[src/rtl/multi_purchase_manager.sv]
// Multi-product vending purchase manager.
// A rising edge on buy (sampled in IDLE) captures product/credit, checks
// validity, stock and credit, then either dispenses (one-hot pulse, change
// update, stock decrement) or rejects (error pulse with a reason code).
// Ports:
//   clk, reset      : clock and asynchronous active-low reset
//   buy             : purchase request level; rising edge starts a transaction
//   product, credit : selected product index and offered credit
//   restock         : reload every stock counter to INIT_STOCK
//   dispense        : one-cycle one-hot pulse on the sold product
//   change          : credit minus price of the last successful sale
//   error, err_code : one-cycle reject pulse and held rejection reason
//   sold_out        : per-product stock-empty flags
//   busy            : high whenever a transaction is in flight
module multi_purchase_manager #(
    parameter int unsigned NUM_PRODUCTS = 4,
    parameter int unsigned CREDIT_W     = 8,
    parameter int unsigned STOCK_W      = 4,
    parameter int unsigned INIT_STOCK   = 3,
    parameter logic [NUM_PRODUCTS*CREDIT_W-1:0] PRICES = {8'd40, 8'd30, 8'd20, 8'd75},
    localparam int unsigned SEL_W = (NUM_PRODUCTS > 1) ? $clog2(NUM_PRODUCTS) : 1
) (
    input  logic                    clk,
    input  logic                    reset,
    input  logic                    buy,
    input  logic [SEL_W-1:0]        product,
    input  logic [CREDIT_W-1:0]     credit,
    input  logic                    restock,
    output logic [NUM_PRODUCTS-1:0] dispense,
    output logic [CREDIT_W-1:0]     change,
    output logic                    error,
    output logic [1:0]              err_code,
    output logic [NUM_PRODUCTS-1:0] sold_out,
    output logic                    busy
);

    localparam logic [1:0] CODE_NONE    = 2'b00;
    localparam logic [1:0] CODE_CREDIT  = 2'b01;
    localparam logic [1:0] CODE_SOLDOUT = 2'b10;
    localparam logic [1:0] CODE_INVALID = 2'b11;

    typedef enum logic [1:0] {
        IDLE     = 2'd0,
        CHECK    = 2'd1,
        DISPENSE = 2'd2,
        REJECT   = 2'd3
    } state_t;

    state_t                    state, state_d;
    logic                      buy_q;
    logic [SEL_W-1:0]          prod_q, prod_d;
    logic [CREDIT_W-1:0]       cred_q, cred_d;
    logic [1:0]                pend_q, pend_d;
    logic [STOCK_W-1:0]        stock   [NUM_PRODUCTS];
    logic [STOCK_W-1:0]        stock_d [NUM_PRODUCTS];
    logic [NUM_PRODUCTS-1:0]   dispense_d;
    logic [CREDIT_W-1:0]       change_d;
    logic                      error_d;
    logic [1:0]                err_code_d;
    logic [NUM_PRODUCTS-1:0]   sold_out_d;
    logic                      busy_d;

    logic                      sel_valid;
    logic [CREDIT_W-1:0]       sel_price;
    logic [STOCK_W-1:0]        sel_stock;
    logic                      start;

    // Lookup of the captured product; a loop keeps out-of-range indices harmless.
    always_comb begin
        sel_valid = 1'b0;
        sel_price = '0;
        sel_stock = '0;
        for (int unsigned i = 0; i < NUM_PRODUCTS; i++) begin
            if (prod_q == SEL_W'(i)) begin
                sel_valid = 1'b1;
                sel_price = PRICES[i*CREDIT_W +: CREDIT_W];
                sel_stock = stock[i];
            end
        end
    end

    assign start = buy & ~buy_q;

    // Next-state and next-output logic.
    always_comb begin
        state_d    = state;
        prod_d     = prod_q;
        cred_d     = cred_q;
        pend_d     = pend_q;
        dispense_d = '0;
        change_d   = change;
        error_d    = 1'b0;
        err_code_d = err_code;
        for (int unsigned i = 0; i < NUM_PRODUCTS; i++) begin
            stock_d[i] = stock[i];
        end

        case (state)
            IDLE: begin
                if (start) begin
                    state_d = CHECK;
                    prod_d  = product;
                    cred_d  = credit;
                end
            end
            CHECK: begin
                state_d = REJECT;
                if (!sel_valid) begin
                    pend_d = CODE_INVALID;
                end else if (sel_stock == '0) begin
                    pend_d = CODE_SOLDOUT;
                end else if (cred_q < sel_price) begin
                    pend_d = CODE_CREDIT;
                end else begin
                    state_d = DISPENSE;
                end
            end
            DISPENSE: begin
                state_d    = IDLE;
                change_d   = cred_q - sel_price;
                err_code_d = CODE_NONE;
                for (int unsigned i = 0; i < NUM_PRODUCTS; i++) begin
                    if (prod_q == SEL_W'(i)) begin
                        dispense_d[i] = 1'b1;
                        if (stock[i] != '0) begin
                            stock_d[i] = stock[i] - STOCK_W'(1);
                        end
                    end
                end
            end
            REJECT: begin
                state_d    = IDLE;
                error_d    = 1'b1;
                err_code_d = pend_q;
            end
            default: state_d = IDLE;
        endcase

        // Restock overrides any concurrent decrement.
        if (restock) begin
            for (int unsigned i = 0; i < NUM_PRODUCTS; i++) begin
                stock_d[i] = STOCK_W'(INIT_STOCK);
            end
        end

        for (int unsigned i = 0; i < NUM_PRODUCTS; i++) begin
            sold_out_d[i] = (stock_d[i] == '0);
        end
        busy_d = (state_d != IDLE);
    end

    // State and output registers.
    always_ff @(posedge clk or negedge reset) begin
        if (!reset) begin
            state    <= IDLE;
            buy_q    <= 1'b0;
            prod_q   <= '0;
            cred_q   <= '0;
            pend_q   <= CODE_NONE;
            dispense <= '0;
            change   <= '0;
            error    <= 1'b0;
            err_code <= CODE_NONE;
            sold_out <= '0;
            busy     <= 1'b0;
            for (int unsigned i = 0; i < NUM_PRODUCTS; i++) begin
                stock[i] <= STOCK_W'(INIT_STOCK);
            end
        end else begin
            state    <= state_d;
            buy_q    <= buy;
            prod_q   <= prod_d;
            cred_q   <= cred_d;
            pend_q   <= pend_d;
            dispense <= dispense_d;
            change   <= change_d;
            error    <= error_d;
            err_code <= err_code_d;
            sold_out <= sold_out_d;
            busy     <= busy_d;
            for (int unsigned i = 0; i < NUM_PRODUCTS; i++) begin
                stock[i] <= stock_d[i];
            end
        end
    end

endmodule
[config.mk]
export PLATFORM = sky130hd
export DESIGN_NAME = multi_purchase_manager
export DESIGN_NICKNAME = d
export VERILOG_FILES = /design/src/rtl/multi_purchase_manager.sv
export SDC_FILE = /design/constraint.sdc
export NUM_CORES = 1
export LEC_CHECK = 0
export ABC_AREA = 1
export CAP_MARGIN = 20
export CORE_AREA = 5 5 78 80
export CTS_BUF_LIST = sky130_fd_sc_hd__clkbuf_16
export DETAILED_ROUTE_END_ITERATION = 6
export DIE_AREA = 0 0 83 85
export GPL_TIMING_DRIVEN = 0
export HOLD_SLACK_MARGIN = 0.1
export PLACE_DENSITY = 0.75
export SYNTH_ARGS = -nofsm -noshare
export SYNTH_HDL_FRONTEND = slang
export SYNTH_SLANG_ARGS = --single-unit
[constraint.sdc]
create_clock -name clk -period 4.6 [get_ports clk]
set_input_delay 0.69 -clock clk [delete_from_list [all_inputs] [get_ports clk]]
set_output_delay 0.69 -clock clk [all_outputs]
set_load 0.05 [all_outputs]
==> impl_metrics.toml <==
[run_status]
status = "completed"

[clock_network]
clkLatencyLatePin_ns = 0.28
cts.repair.resized = 0
path_clk_slew_ns = 0.06
clock_sinks = 51
cts_made_buffers = 5
cts_tree = "yes"
htree_levels = 2
ctsLongestPathBuffers = 2
root_buffer = "clkbuf_16"
postCtsSetupRepairBufs = 0
cts_hold_buf = 0

[detailed_routing]
drt-total-wl_um = 5181
ant_nets = 0
routed_via_density = 4.823
drc_errors = 0
dr.pass1.iters = 5
first_iter_violations = 132
routedWlPerCell_um = 11.44
num_vias = 2185

[floorplan]
io_pins = 34
core-area_um2 = 5338
row_count = 27
dieArea_um2 = 7055
die_h_um = 85
die_w_um = 83
initial_core_util = 0.5080

[setup_path]
crit_chain = "clkdlybuf4s50_1"
start_kind = "flip-flop"
crit_fanout = 2
arrival_ns = 1.44
crit_family = "buffers and inverters"
crit_slowest_cell = "clkdlybuf4s50_1"
crit_required_ns = 3.91
path_class = "flip-flop to output pin"
critPathBufInv = 1
critical-path-max-stage-delay_ns = 0.81
crit_path_end_kind = "output pin"

[power_and_ir_drop]
power.switching_mw = 0.9119
p_int_mw = 1.162
ir_worst_vdd_mv = 0.3009
power_density_nw_per_um2 = 631.5
leakage_nw = 1.749
power_frac_seq = 0.315
p_total_mw = 2.074
p_sw_frac = 0.4396
p_clk_frac = 0.167
combPwrFrac = 0.519

[yosys]
synth_top_area_frac = 0.3969
yosysWarnings = 0
syn-num-nets = 370
postSynthAreaPerCell_um2 = 7.998
synth_edf_count = 0
synth_area_um2 = 2711
ys_seq_elements = 51
synth_area_leaders = "dfrtp_1 (40%), nand2_1 (14%), inv_1 (7.9%)"
synth_ff_type = "dfrtp_1"
synthArstFlopShare = 1.000
yosysSeqAreaShare = 0.4744
ys_types = 26
synthCells = 339
yosys.area.top_type = "dfrtp_1"

[sta]
finalSetupViolations = 0
fmax_mhz = 469.7
drv_slew = 0
grt_setup_unrepaired = "no"
finalCritPeriodShare = 0.4629
worst_slack_ns = 2.471
hold_violations = 0
fin_setup_tns_ns = 0
slew_headroom = 0.6252
period_needed_ns = 2.129
finClkSkew_ns = 0.003174
max_slew.worst_pin.slew_ns = 0.5622

[final_layout]
drive_gt1_frac = 0.08399
areaGrowthSynthToFinish_pct = 21.14
nNetsFinal = 411
final_common_cell = "nand2_1"
antenna_cells = 0
fin_util = 0.6153
layout_common_cells = "nand2_1 (98), inv_1 (58), dfrtp_1 (43)"

[global_routing]
grt_max_degree = 28
first_global_vias = 2147
grt_overflow_total = 0
antenna_found_initial = 0
grt_use_total = 0.1581
grt_pass1_wl_um = 9280

[place]
gp_congestion = 0.8029
dp_slack_ns = 2.312
io_buffer_count = 33
dp_hpwl_um = 3955

[hold_path]
min_path_type = "primary input to asynchronous set/reset pin"

[job]
drv_cap = 0
==> final timing paths <==
path	from	to	slack [ns]	depth (start not counted)
worst max-delay path	err_code[1]	err_code[1]	2.47	1
worst min-delay path	reset	change[3]	0.39	1
worst max register to register	prod_q[0]	change[5]	2.47	13
worst min register to register	change[2]	change[2]	0.47	2
max in group asynchronous	reset	stock[8]	3.60	2
min in group clk	change[2]	change[2]	0.47	2
==> cells in the mapped netlist (3+ instances only) <==
cell type / number
nand2_2: 3
dfrtp_1: 43
nand3_1: 26
a21oi_1: 19
nand2_1: 98
or2_1: 3
nor3_1: 4
inv_1: 57
nor2_4: 3
o21ai_0: 9
nor2_1: 31
ha_1: 16
mux2_2: 5
dfstp_2: 8
==> cell type report <==
class                   count  area (um^2)
fillers                   499         2053
multi-input cells         227         1195
well taps                  72        90.09
flip-flops and latches     51         1286
clock buffers               5        125.1
clock inverters             3        12.51
inverters                  58        217.7
repair buffers             34        345.3
plain buffers               3        12.51
==> per-stage QoR <==
| step | instances | instance area, um^2 | hold slack [ns] |
|---|---|---|---|
| 3_3_place_gp | 444 | 3132 | 0.4592 |
| 6_report | 453 | 3284 | 0.3939 |
| 2_1_floorplan | 339 | 2711 | 0.3944 |
| 3_5_place_dp | 445 | 3147 | 0.4661 |
| 4_1_cts | 453 | 3284 | 0.4099 |
| 5_1_grt | 453 | 3284 | 0.4432 |
==> registers in the layout, summed over array words and instances (netlist names), 2 cells and up <==
name      cells
prod_q        2
pend_q        2
change        8
err_code      2
cred_q        8
stock        16
sold_out      4
state         2
dispense      4
==> routing by layer <==
layer / wire length [um] / up-vias / track usage
met5: 0 / - / 0
met4: 40 / 0 / 0.04012
met3: 251 / 4 / 0.04272
met2: 2538 / 41 / 0.2843
met1: 2350 / 1010 / 0.1873
li1: - / 1130 / -
==> kinds of logic (layout without fill, tap and decap cells) <==
| logic type | after synthesis | in the layout | synth area share |
|---|---|---|---|
| buffers and inverters | 61 | 103 | 0.08491 |
| AO/OA/AOI/OAI | 29 | 29 | 0.05491 |
| AND/OR/NAND/NOR | 175 | 175 | 0.2806 |
| adder cells (fa/ha/maj) | 17 | 17 | 0.08122 |
| multiplexers | 5 | 5 | 0.02076 |
| XOR/XNOR | 1 | 1 | 0.003231 |
| flip-flops | 51 | 51 | 0.4744 |
==> power groups by stage <==
stage,Sequential (mW),Clock (mW),Combinational [mW]
after floorplan,0.832,0,0.622
after detailed placement,0.661,0,1.07
after global routing,0.668,0.374,1.22
after CTS,0.653,0.358,1.08
after global placement,0.655,0,1.05
final,0.652,0.346,1.08
Power figures use the tool's default switching activity.
